===== src/rtl/uart_tx_fifo.sv =====
// UART 8N1 transmitter fed by a small synchronous write FIFO.
// Bytes are sent LSB-first, each bit held for a rounded CLK_FREQ/BAUD clocks.
module uart_tx_fifo #(
  parameter int unsigned CLK_FREQ = 100_000_000,
  parameter int unsigned BAUD     = 9600,
  parameter int unsigned DEPTH    = 16,
  parameter int unsigned AW       = 4
) (
  input  logic          clk,
  input  logic          reset_n,
  input  logic          wr_en,
  input  logic [7:0]    wr_data,
  output logic          full,
  output logic          empty,
  output logic [AW:0]   count,
  output logic          overflow,
  output logic          busy,
  output logic          uart_tx
);

  localparam int unsigned DIV = (CLK_FREQ + BAUD / 2) / BAUD;
  localparam int unsigned CW  = (DIV > 1) ? $clog2(DIV) : 1;
  localparam logic [CW-1:0] DIV_LAST  = CW'(DIV - 1);
  localparam logic [AW:0]   DEPTH_CNT = (AW + 1)'(DEPTH);

  typedef enum logic [1:0] {
    IDLE  = 2'd0,
    START = 2'd1,
    DATA  = 2'd2,
    STOP  = 2'd3
  } state_t;

  state_t          state;
  state_t          state_nxt;
  logic [7:0]      mem [DEPTH];
  logic [AW-1:0]   wr_ptr;
  logic [AW-1:0]   rd_ptr;
  logic [AW:0]     count_nxt;
  logic            push;
  logic            pop;
  logic [CW-1:0]   div_cnt;
  logic [2:0]      bit_idx;
  logic [7:0]      shift;
  logic            bit_end;
  logic            tx_c;
  logic            busy_c;

  // Push decision uses the registered full flag, so a same-cycle pop never frees room.
  assign push    = wr_en & ~full;
  assign bit_end = (div_cnt == DIV_LAST);

  always_comb begin
    count_nxt = count;
    unique case ({push, pop})
      2'b10:   count_nxt = count + (AW + 1)'(1);
      2'b01:   count_nxt = count - (AW + 1)'(1);
      default: count_nxt = count;
    endcase
  end

  // Storage has no reset: contents are dead once the pointers clear.
  always_ff @(posedge clk) begin
    if (push) begin
      mem[wr_ptr] <= wr_data;
    end
  end

  always_ff @(posedge clk or negedge reset_n) begin
    if (!reset_n) begin
      wr_ptr   <= '0;
      rd_ptr   <= '0;
      count    <= '0;
      full     <= 1'b0;
      empty    <= 1'b1;
      overflow <= 1'b0;
    end else begin
      if (push) begin
        wr_ptr <= wr_ptr + AW'(1);
      end
      if (pop) begin
        rd_ptr <= rd_ptr + AW'(1);
      end
      count    <= count_nxt;
      full     <= (count_nxt == DEPTH_CNT);
      empty    <= (count_nxt == '0);
      overflow <= wr_en & full;
    end
  end

  // State register.
  always_ff @(posedge clk or negedge reset_n) begin
    if (!reset_n) begin
      state <= IDLE;
    end else begin
      state <= state_nxt;
    end
  end

  // Next-state logic; pops happen only when leaving IDLE or at the end of STOP.
  always_comb begin
    state_nxt = state;
    pop       = 1'b0;
    unique case (state)
      IDLE: begin
        if (!empty) begin
          pop       = 1'b1;
          state_nxt = START;
        end
      end
      START: begin
        if (bit_end) begin
          state_nxt = DATA;
        end
      end
      DATA: begin
        if (bit_end && (bit_idx == 3'd7)) begin
          state_nxt = STOP;
        end
      end
      STOP: begin
        if (bit_end) begin
          if (!empty) begin
            pop       = 1'b1;
            state_nxt = START;
          end else begin
            state_nxt = IDLE;
          end
        end
      end
      default: state_nxt = IDLE;
    endcase
  end

  // Line level and busy for the current state; registered below.
  always_comb begin
    tx_c   = 1'b1;
    busy_c = (state != IDLE);
    unique case (state)
      START:   tx_c = 1'b0;
      DATA:    tx_c = shift[0];
      default: tx_c = 1'b1;
    endcase
  end

  // Bit timing and data shifting.
  always_ff @(posedge clk or negedge reset_n) begin
    if (!reset_n) begin
      div_cnt <= '0;
      bit_idx <= '0;
      shift   <= '0;
      uart_tx <= 1'b1;
      busy    <= 1'b0;
    end else begin
      if ((state == IDLE) || bit_end) begin
        div_cnt <= '0;
      end else begin
        div_cnt <= div_cnt + CW'(1);
      end

      if (state != DATA) begin
        bit_idx <= '0;
      end else if (bit_end) begin
        bit_idx <= bit_idx + 3'd1;
      end

      if (pop) begin
        shift <= mem[rd_ptr];
      end else if ((state == DATA) && bit_end) begin
        shift <= {1'b0, shift[7:1]};
      end

      uart_tx <= tx_c;
      busy    <= busy_c;
    end
  end

endmodule


===== config.mk =====
export PLATFORM = sky130hd
export DESIGN_NAME = uart_tx_fifo
export DESIGN_NICKNAME = d
export VERILOG_FILES = /design/src/rtl/uart_tx_fifo.sv
export SDC_FILE = /design/constraint.sdc
export NUM_CORES = 1
export LEC_CHECK = 0
export CAP_MARGIN = 20
export CORE_MARGIN = 2
export CORE_UTILIZATION = 30
export CTS_CLUSTER_DIAMETER = 40
export DETAILED_ROUTE_END_ITERATION = 7
export MAX_ROUTING_LAYER = met4
export PLACE_DENSITY_LB_ADDON = 0.08
export SETUP_SLACK_MARGIN = 0.5
export SLEW_MARGIN = 10
export SYNTH_ARGS = -nofsm -noshare
export SYNTH_HDL_FRONTEND = slang
export SYNTH_SLANG_ARGS = --single-unit

===== constraint.sdc =====
create_clock -name clk -period 9.1 [get_ports clk]
set_input_delay 1.82 -clock clk [delete_from_list [all_inputs] [get_ports clk]]
set_output_delay 1.82 -clock clk [all_outputs]
set_load 0.02 [all_outputs]

# [Word-level counts from Yosys, hierarchy flattened]
# Memories as Yosys holds them, arrays and structs flattened.
# Index checks and enable logic that the tools add are counted.
[classes] n_mux=18 add_sub_neg=6 multipliers=0 n_shift=0 bitwise_logic=3 order_cmp=0 n_reduce_logical=9 n_div=0 eq_ne=13
[op_table] op="$mux 8" n=2
[op_table] op="$add 14x1->14 const B" n=1
[op_table] op="$eq 14x14->1 const B" n=1
[op_table] op="$mux 14" n=1
[op_table] op="$ne 2x2->1 const B" n=5
[op_table] op="$pmux 5 s2" n=1
[op_table] op="$add 4x1->4 const B" n=2
[op_table] op="$mux 2" n=4
[op_table] op="$pmux 2 s4" n=1
[op_table] op="$eq 2x2->1 const B" n=3
[op_table] op="$mux 3" n=2
[op_table] op="$reduce_bool 2->1" n=3
[op_table] op="$add 5x1->5 const B" n=1
[op_table] op="$eq 5x5->1 const B" n=1
[op_table] op="$logic_not 5->1" n=1
[op_table] op="$mux 1" n=5
[op_table] op="$sub 5x1->5 const B" n=1
[op_table] op="$eq 2x1->1 const B" n=2
[op_table] op="$pmux 1 s2" n=2
[op_table] op="$reduce_and 4->1" n=1
[op_table] op="$add 3x1->3 const B" n=1
[op_table] op="$eq 3x3->1 const B" n=1
[op_table] op="$and 1x1->1" n=2
[op_table] op="$logic_and 1x1->1" n=2
[op_table] op="3 further kinds" n=3
[word_totals] memories=1 word_cells=62 ram_bits=128 latchBits=0 regBits=45 inputBits=11 rom_bits=0 out_inout_bits=10
[memory_table] memory="mem" words=16 width=8 rd=1 rd_clocked_by_memory_dff=0 wr=1 line_no="35" source="logic [7:0] mem [DEPTH];"

# [Logic depth before layout (Yosys ltp)]
[logic_depth] ltp_word=6 ltp_mapped=13

# [Worst setup path after synthesis]
# No wires, ideal clock.
[synth_timing] path_type="input -> register" start="input wr_en" end="register full" required_time_ps=9005 stages=11 arrival_time_ps=3782 path_slack_ps=5223 path_buffers=1 cell_sequence="nor2b_1 buf_2 nor2_1 o21ai_1 xnor2_1 ha_1 a21o_1 or4_1 o31ai_1 nor3_2 nor4b_2"
[synth_via] elab_chain_len=4 elab_cells_between_ends=5
[synth_rtl] element="start, declared" line_no="11" source="input logic wr_en,"
[synth_rtl] element="$and 1x1->1 *" line_no="49" source="assign push = wr_en & ~full;"
[synth_rtl] element="$eq 2x1->1 or $eq 2x2->1 (tied branches)" line_no="54" source="unique case ({push, pop})"
[synth_rtl] element="$pmux 5 s2 *" line_no="54"
[synth_rtl] element="via count_nxt[2]" line_no="38" source="logic [AW:0] count_nxt;"
[synth_rtl] element="$eq 5x5->1 *" line_no="84" source="full <= (count_nxt == DEPTH_CNT);"
[synth_rtl] element="end signal, assigned" line_no="84"
[synth_rtl] element="end, declared" line_no="13" source="output logic full,"
# Mark *: on every way through the listed nets, which the timed path passes. The rest lies on a longest branch.
# A chain may end at the register's enable or synchronous reset.

# [Final worst setup path]
# Same ends and word-level chain as after synthesis.

==> flow_metrics.tcl <==
set metrics [dict create \
    status "complete, no violations" \
    clkSlewWorstSetupHoldPaths_ns 0.07 \
    synth_top_family_by_area "multiplexers" \
    synth-xor-area-share_pct 2.39 \
    grt_max_degree 46 \
    cts_num_sinks 173 \
    io_buffers 20 \
    period_needed_ns 4.42 \
    p_per_area_nw_per_um2 312 \
    crit_required_ns 9.43 \
    period_share_pct 48.6 \
    holdWs_ns 0.509 \
    yosys_warnings 0 \
    clockRootBuffer "clkbuf_16" \
    wl_per_cell_um 19.5 \
    mappedNetlistNets 491 \
    io_pins 21 \
    syn_inst 464 \
    min-delay-path-class "flip-flop to flip-flop" \
    critical_path_class "input port to flip-flop" \
    critPathMaxFanout 10 \
    clock_skew_ns 0.0112 \
    ys_types 47 \
    gr-total-overflow 0 \
    antenna_found_initial 0 \
    layout_common_cells "edfxtp_1, dfrtp_1, nor2_1" \
    place_congestion 0.692 \
    cts_tree "done" \
    async_reset_ff_share_pct 26.0 \
    avgSynthCellArea_sq_um 15.8 \
    placedCellCount 792 \
    synth-seq-cells 173 \
    fin_cells 824 \
    reg2reg_from "state[0]$_DFFE_PN0P_" \
    yosys.area_share.simple_pct 8.74 \
    netlist_area_sq_um 7330 \
    tightest_slew_ns 1.05 \
    synth_top_flop_cell "edfxtp_1" \
    grt.total_usage_pct 13.7 \
    final_nets 515 \
    vias 3903 \
    synth_edf_count 128 \
    ctsResizeCount 0 \
    drcViolationCount 0 \
    finalSetupViolCount 0 \
    area_growth_pct 15.3 \
    postRouteAntennaNets 0 \
    synthAdderAreaFrac_pct 2.73 \
    cts_made_buffers 17 \
    postCtsSetupRepairBufs 0 \
    max_cap_viol_count 0 \
    die_height_um 160 \
    worstSetupStartpoint "wr_en" \
    p_leak_nw 2.92 \
    ctsHoldBuffers 0 \
    ir_drop_v 0.000138 \
    die_w_um 160 \
    cts_buffer_depth 2 \
    htreeDepth 4 \
    rsz0062_at_grt "no" \
    fmax_mhz 226 \
    start_util_pct 30.3 \
    detail_route.iter0.violations 204 \
    end_kind "flip-flop" \
    final_common_cell "edfxtp_1" \
    drt_wl_total_mm 16.1 \
    start_kind "input port" \
    yosysSeqAreaShare_pct 67.8 \
    worstHoldStart "div_cnt[0]$_DFF_PN0_" \
    power_mw 2.64 \
    drtPass1Iterations 4 \
    insertion_delay_ns 0.43 \
    num_antenna_cells 0 \
    grt_pass1_vias 4043 \
    core_area_sq_um 24200 \
    muxShareOfSynthArea_pct 11.5 \
    critPathArrivalTime_ns 4.75 \
    die_area_sq_um 25700 \
    core.rowCount 57 \
    synth_compound_area_share_pct 4.69 \
    post_drt_via_cell_ratio 4.74 \
    final_hold_viol_count 0 \
    dpl.hpwl_mm 10.1 \
    grt_pass1_wl_mm 25.2 \
    drive_gt1_share_pct 16.6 \
    relSlewSlack_pct 29.9 \
    tns_ns 0 \
    maxSlewViolCount 0 \
]
[flip-flops by register name, indices dropped and copies added (netlist names)]
signal    flops
overflow      1
div_cnt      14
bit_idx       3
empty         1
shift         8
full          1
state         2
uart_tx       1
rd_ptr        4
busy          1
mem         128
wr_ptr        4
count         5
[Yosys cell counts (3+ instances only)]
master / count / area (sq um)
o21ai_0: 9 / 45.0
and3_1: 3 / 18.8
mux2i_1: 9 / 90.1
nor2_1: 41 / 154
nand2_1: 23 / 86.3
o31ai_1: 4 / 30.0
mux4_2: 33 / 743
clkbuf_1: 11 / 41.3
buf_2: 3 / 15.0
xor2_1: 10 / 87.6
nand2b_1: 5 / 31.3
nor3_1: 6 / 30.0
xnor2_1: 10 / 87.6
nor2b_1: 10 / 62.6
dfrtp_1: 43 / 1080
a21oi_1: 21 / 105
or3_1: 4 / 25.0
edfxtp_1: 128 / 3840
ha_1: 16 / 200
inv_1: 15 / 56.3
buf_4: 3 / 22.5
a211oi_1: 14 / 105
or4_1: 3 / 22.5
nand3_1: 7 / 35.0
nand4_1: 4 / 25.0
[worst max-delay path, stage by stage]
cell and delay [ns]:
clkdlybuf4s50_1 0.48, nor2b_1 0.57, nor2_1 0.22, o21ai_1 0.20, xnor2_1 0.15, ha_1 0.26, nand4b_1 0.14, a21oi_1 0.17
o211ai_1 0.10, o211ai_1 0.13, xor2_1 0.26, nor4b_2 0.24
[final cells by class]
type,count,area [sq um]
Tap cell,324,405
Sequential cell,173,4970
Multi-Input combinational cell,256,2220
Clock inverter,12,124
Clock buffer,19,433
Fill cell,2290,15700
Inverter,15,56.3
Timing Repair Buffer,25,245
[power by group]
group / internal, mW / switching, mW / total (mW) / leakage, nW
registers: 0.983 / 0.0959 / 1.08 / 1.72
clock network: 0.362 / 0.334 / 0.696 / 0.269
logic: 0.367 / 0.500 / 0.867 / 0.930
total: 1.71 / 0.929 / 2.64 / 2.92
[logic make-up (layout without fill, tap and decap cells)]
logic type	after synthesis	after routing
DFF	173	173
muxes	43	43
AOI/OAI and AO/OA	56	56
adders and majority gates	16	16
and+or+nand+nor	121	121
xor gates and xnor gates	20	20
buffers and inverters	35	71
[per-layer routing]
layer  wire, um  global-route usage, %  part of all wire, %  up-vias
met4        152                   3.89                 0.95        0
li1           -                      -                    -     1814
met2       7700                   21.3                   48       63
met1       7730                   18.2                   48     2017
met3        487                   2.94                  3.0        9
met5          0                      -                    0        -
[final timing paths]
check	to	slack, ns	depth (start not counted)
min in group asynchronous	full$_DFF_PN0_	1.28	1
min	div_cnt[0]$_DFF_PN0_	0.51	1
max reg2reg	full$_DFF_PN0_	5.35	11
min reg2reg	div_cnt[0]$_DFF_PN0_	0.51	1
max in group asynchronous	uart_tx$_DFF_PN1_	7.26	2
max	full$_DFF_PN0_	4.68	12
[stage by stage]
stage                     utilization (%)  worst slack, ns  instance area (sq um)
after floorplan                         -             5.22                   7330
after global placement               32.6             4.36                   7880
after detailed placement             32.6             4.25                   7880
after CTS                            34.9             4.68                   8440
after global routing                 35.0             4.33                   8460
final                                35.0             4.68                   8460
Note: power is estimated with default switching activity, not from simulation.
==> edit, RTL diff (same flow settings) <==
`BAUD`: 9600 -> 4800.
--- a/src/rtl/uart_tx_fifo.sv
+++ b/src/rtl/uart_tx_fifo.sv
@@ -4,3 +4,3 @@
   parameter int unsigned CLK_FREQ = 100_000_000,
-  parameter int unsigned BAUD     = 9600,
+  parameter int unsigned BAUD     = 4800,
   parameter int unsigned DEPTH    = 16,
Function: no difference found for any inputs over 10 cycles, from zero or initial values and one cycle with reset_n low; that may be too few to reach the edited logic, so the function may still have changed.
==> edit against the unedited design <==
- sequential share of layout area shrank 0.39 points
- cell area grew 1.2%
- power increased by 1.9%
- wire length rose by 0.72%
- sequential cell count rose by 1
- worst setup slack got worse by 140 ps
- first-iteration DRC count increased by 15%
- critical path type unchanged
- synthesized area is 1.1% higher
==> edit: results (changes against the unedited design) <==
Yosys:
- After synthesis, the most frequently instantiated cells are edfxtp_1, dfrtp_1, mux4_2, nor2_1, a21oi_1.
- The xor and xnor area share after synthesis is 2.24% (-0.15 points).
- By area the synthesized netlist is led by edfxtp_1, dfrtp_1, mux4_2.
- The adder and majority gate portion of the synthesized area is 2.70% (-0.031 points).
- The share of cell area taken by muxes after synthesis is 11.8% (+0.29 points).
- The count of unique library cells instantiated by Yosys is 45 (-4.3%).
- The synthesized-area fraction occupied by ao, oa, aoi and oai cells is 4.89% (+0.20 points).
- The sequential share of the synthesized area came to 67.4% (-0.43 points).

Pwr:
- The switching part of the total was 35.6% (+0.38 points).
- The total combinational power is 0.000856 W (-1%).
- The maximum vdd drop was 0.000101 V (-27%).
- The total leakage power is 2.96 nW (+1.6%).

Timing:
- The transition time at the pin with the least slew margin is 982 ps (-65.3 ps).
- The maximum clock skew at final layout is 13.0 ps (+1.78 ps).

Setup path:
- The reg2reg setup slack is 5070 ps (-280 ps).
- The logic depth of the worst register-to-register path is 12 (+1).

Routing:
- The post-detailed-route via-to-cell ratio is 4.77 (+0.71%).
- The average wire per standard cell came to 19.7 um (+0.84%).

Placed design:
- The HPWL after detailed placement came to 10100 um (+0.67%).
- The worst setup slack after placement is 4100 ps (-145 ps).
- The final weighted congestion of routability-driven global placement is 0.740 (+6.8%).

Cells and area:
- The layout cell share with drive strength beyond 1 came to 16.6% (+0.033 points).
- The largest registers in the layout are mem: 128 flops, div_cnt: 15 flops, shift: 8 flops.
- The final net count is 513 (-0.39%).
- The number of fillers in the final layout came to 2334 (+1.9%).

GRT:
- The wire length of the first global-routing pass was 25400 um (+0.93%).
- The number of global-route vias before repair is 4148 (+2.6%).
- The global-route usage over all layers came to 13.8% (+0.085 points).

Outcome:
- The run finished with clean final reports.
[edit: changes by cell type after synthesis, moves of 3 or more]
| cell | unedited run | this run |
|---|---|---|
| and2_1 | 2 | 19 |
| nand2_1 | 23 | 18 |
| nand2b_1 | 5 | 1 |
| nand4_1 | 4 | 8 |
| nor2_1 | 41 | 28 |
| xor2_1 | 10 | 7 |
[edit: cell families after synthesis]
group	after synthesis
fa+ha+maj	16
flops	174
simple gates	119
compound gates	56
xor+xnor	19
mux	46
buf+inv	33
[edit: layer usage]
metal,track usage [%],routed length (um)
met5,-,0
met4,3.53,176
met3,3.24,483
met2,22.6,8120
met1,17.3,7410
[edit: metrics by stage]
step / hold WS [ps] / util (%) / area [um2] / total power (W) / cells
6_report: 520 / 35.2 / 8560 / 0.00269 / 823
3_3_place_gp: 512 / 32.7 / 7950 / 0.00198 / 791
3_5_place_dp: 509 / 32.7 / 7950 / 0.00199 / 791
5_1_grt: 558 / 35.2 / 8560 / 0.00286 / 823
4_1_cts: 521 / 35.2 / 8560 / 0.00274 / 823
2_1_floorplan: 454 / - / 7420 / 0.00172 / 463
[edit: layout make-up]
cell class                      instances  area (um2)  share of cell area [%]
Sequential cell                       174        5000                    58.4
Multi-Input combinational cell        256        2270                    26.5
Clock buffer                           17         425                    4.97
Tap cell                              324         405                    4.74
Timing Repair Buffer                   23         218                    2.54
Clock inverter                         15         186                    2.18
Inverter                               14        52.6                   0.614
[edit: worst max-delay path, delay by kind of cell]
family / cells / cell delay (ps)
AO/OA/AOI/OAI: 3 / 810
XOR/XNOR: 1 / 150
multiplexers: 1 / 160
buffers and inverters: 1 / 460
adder cells (fa/ha/maj): 1 / 270
AND/OR/NAND/NOR: 5 / 1170
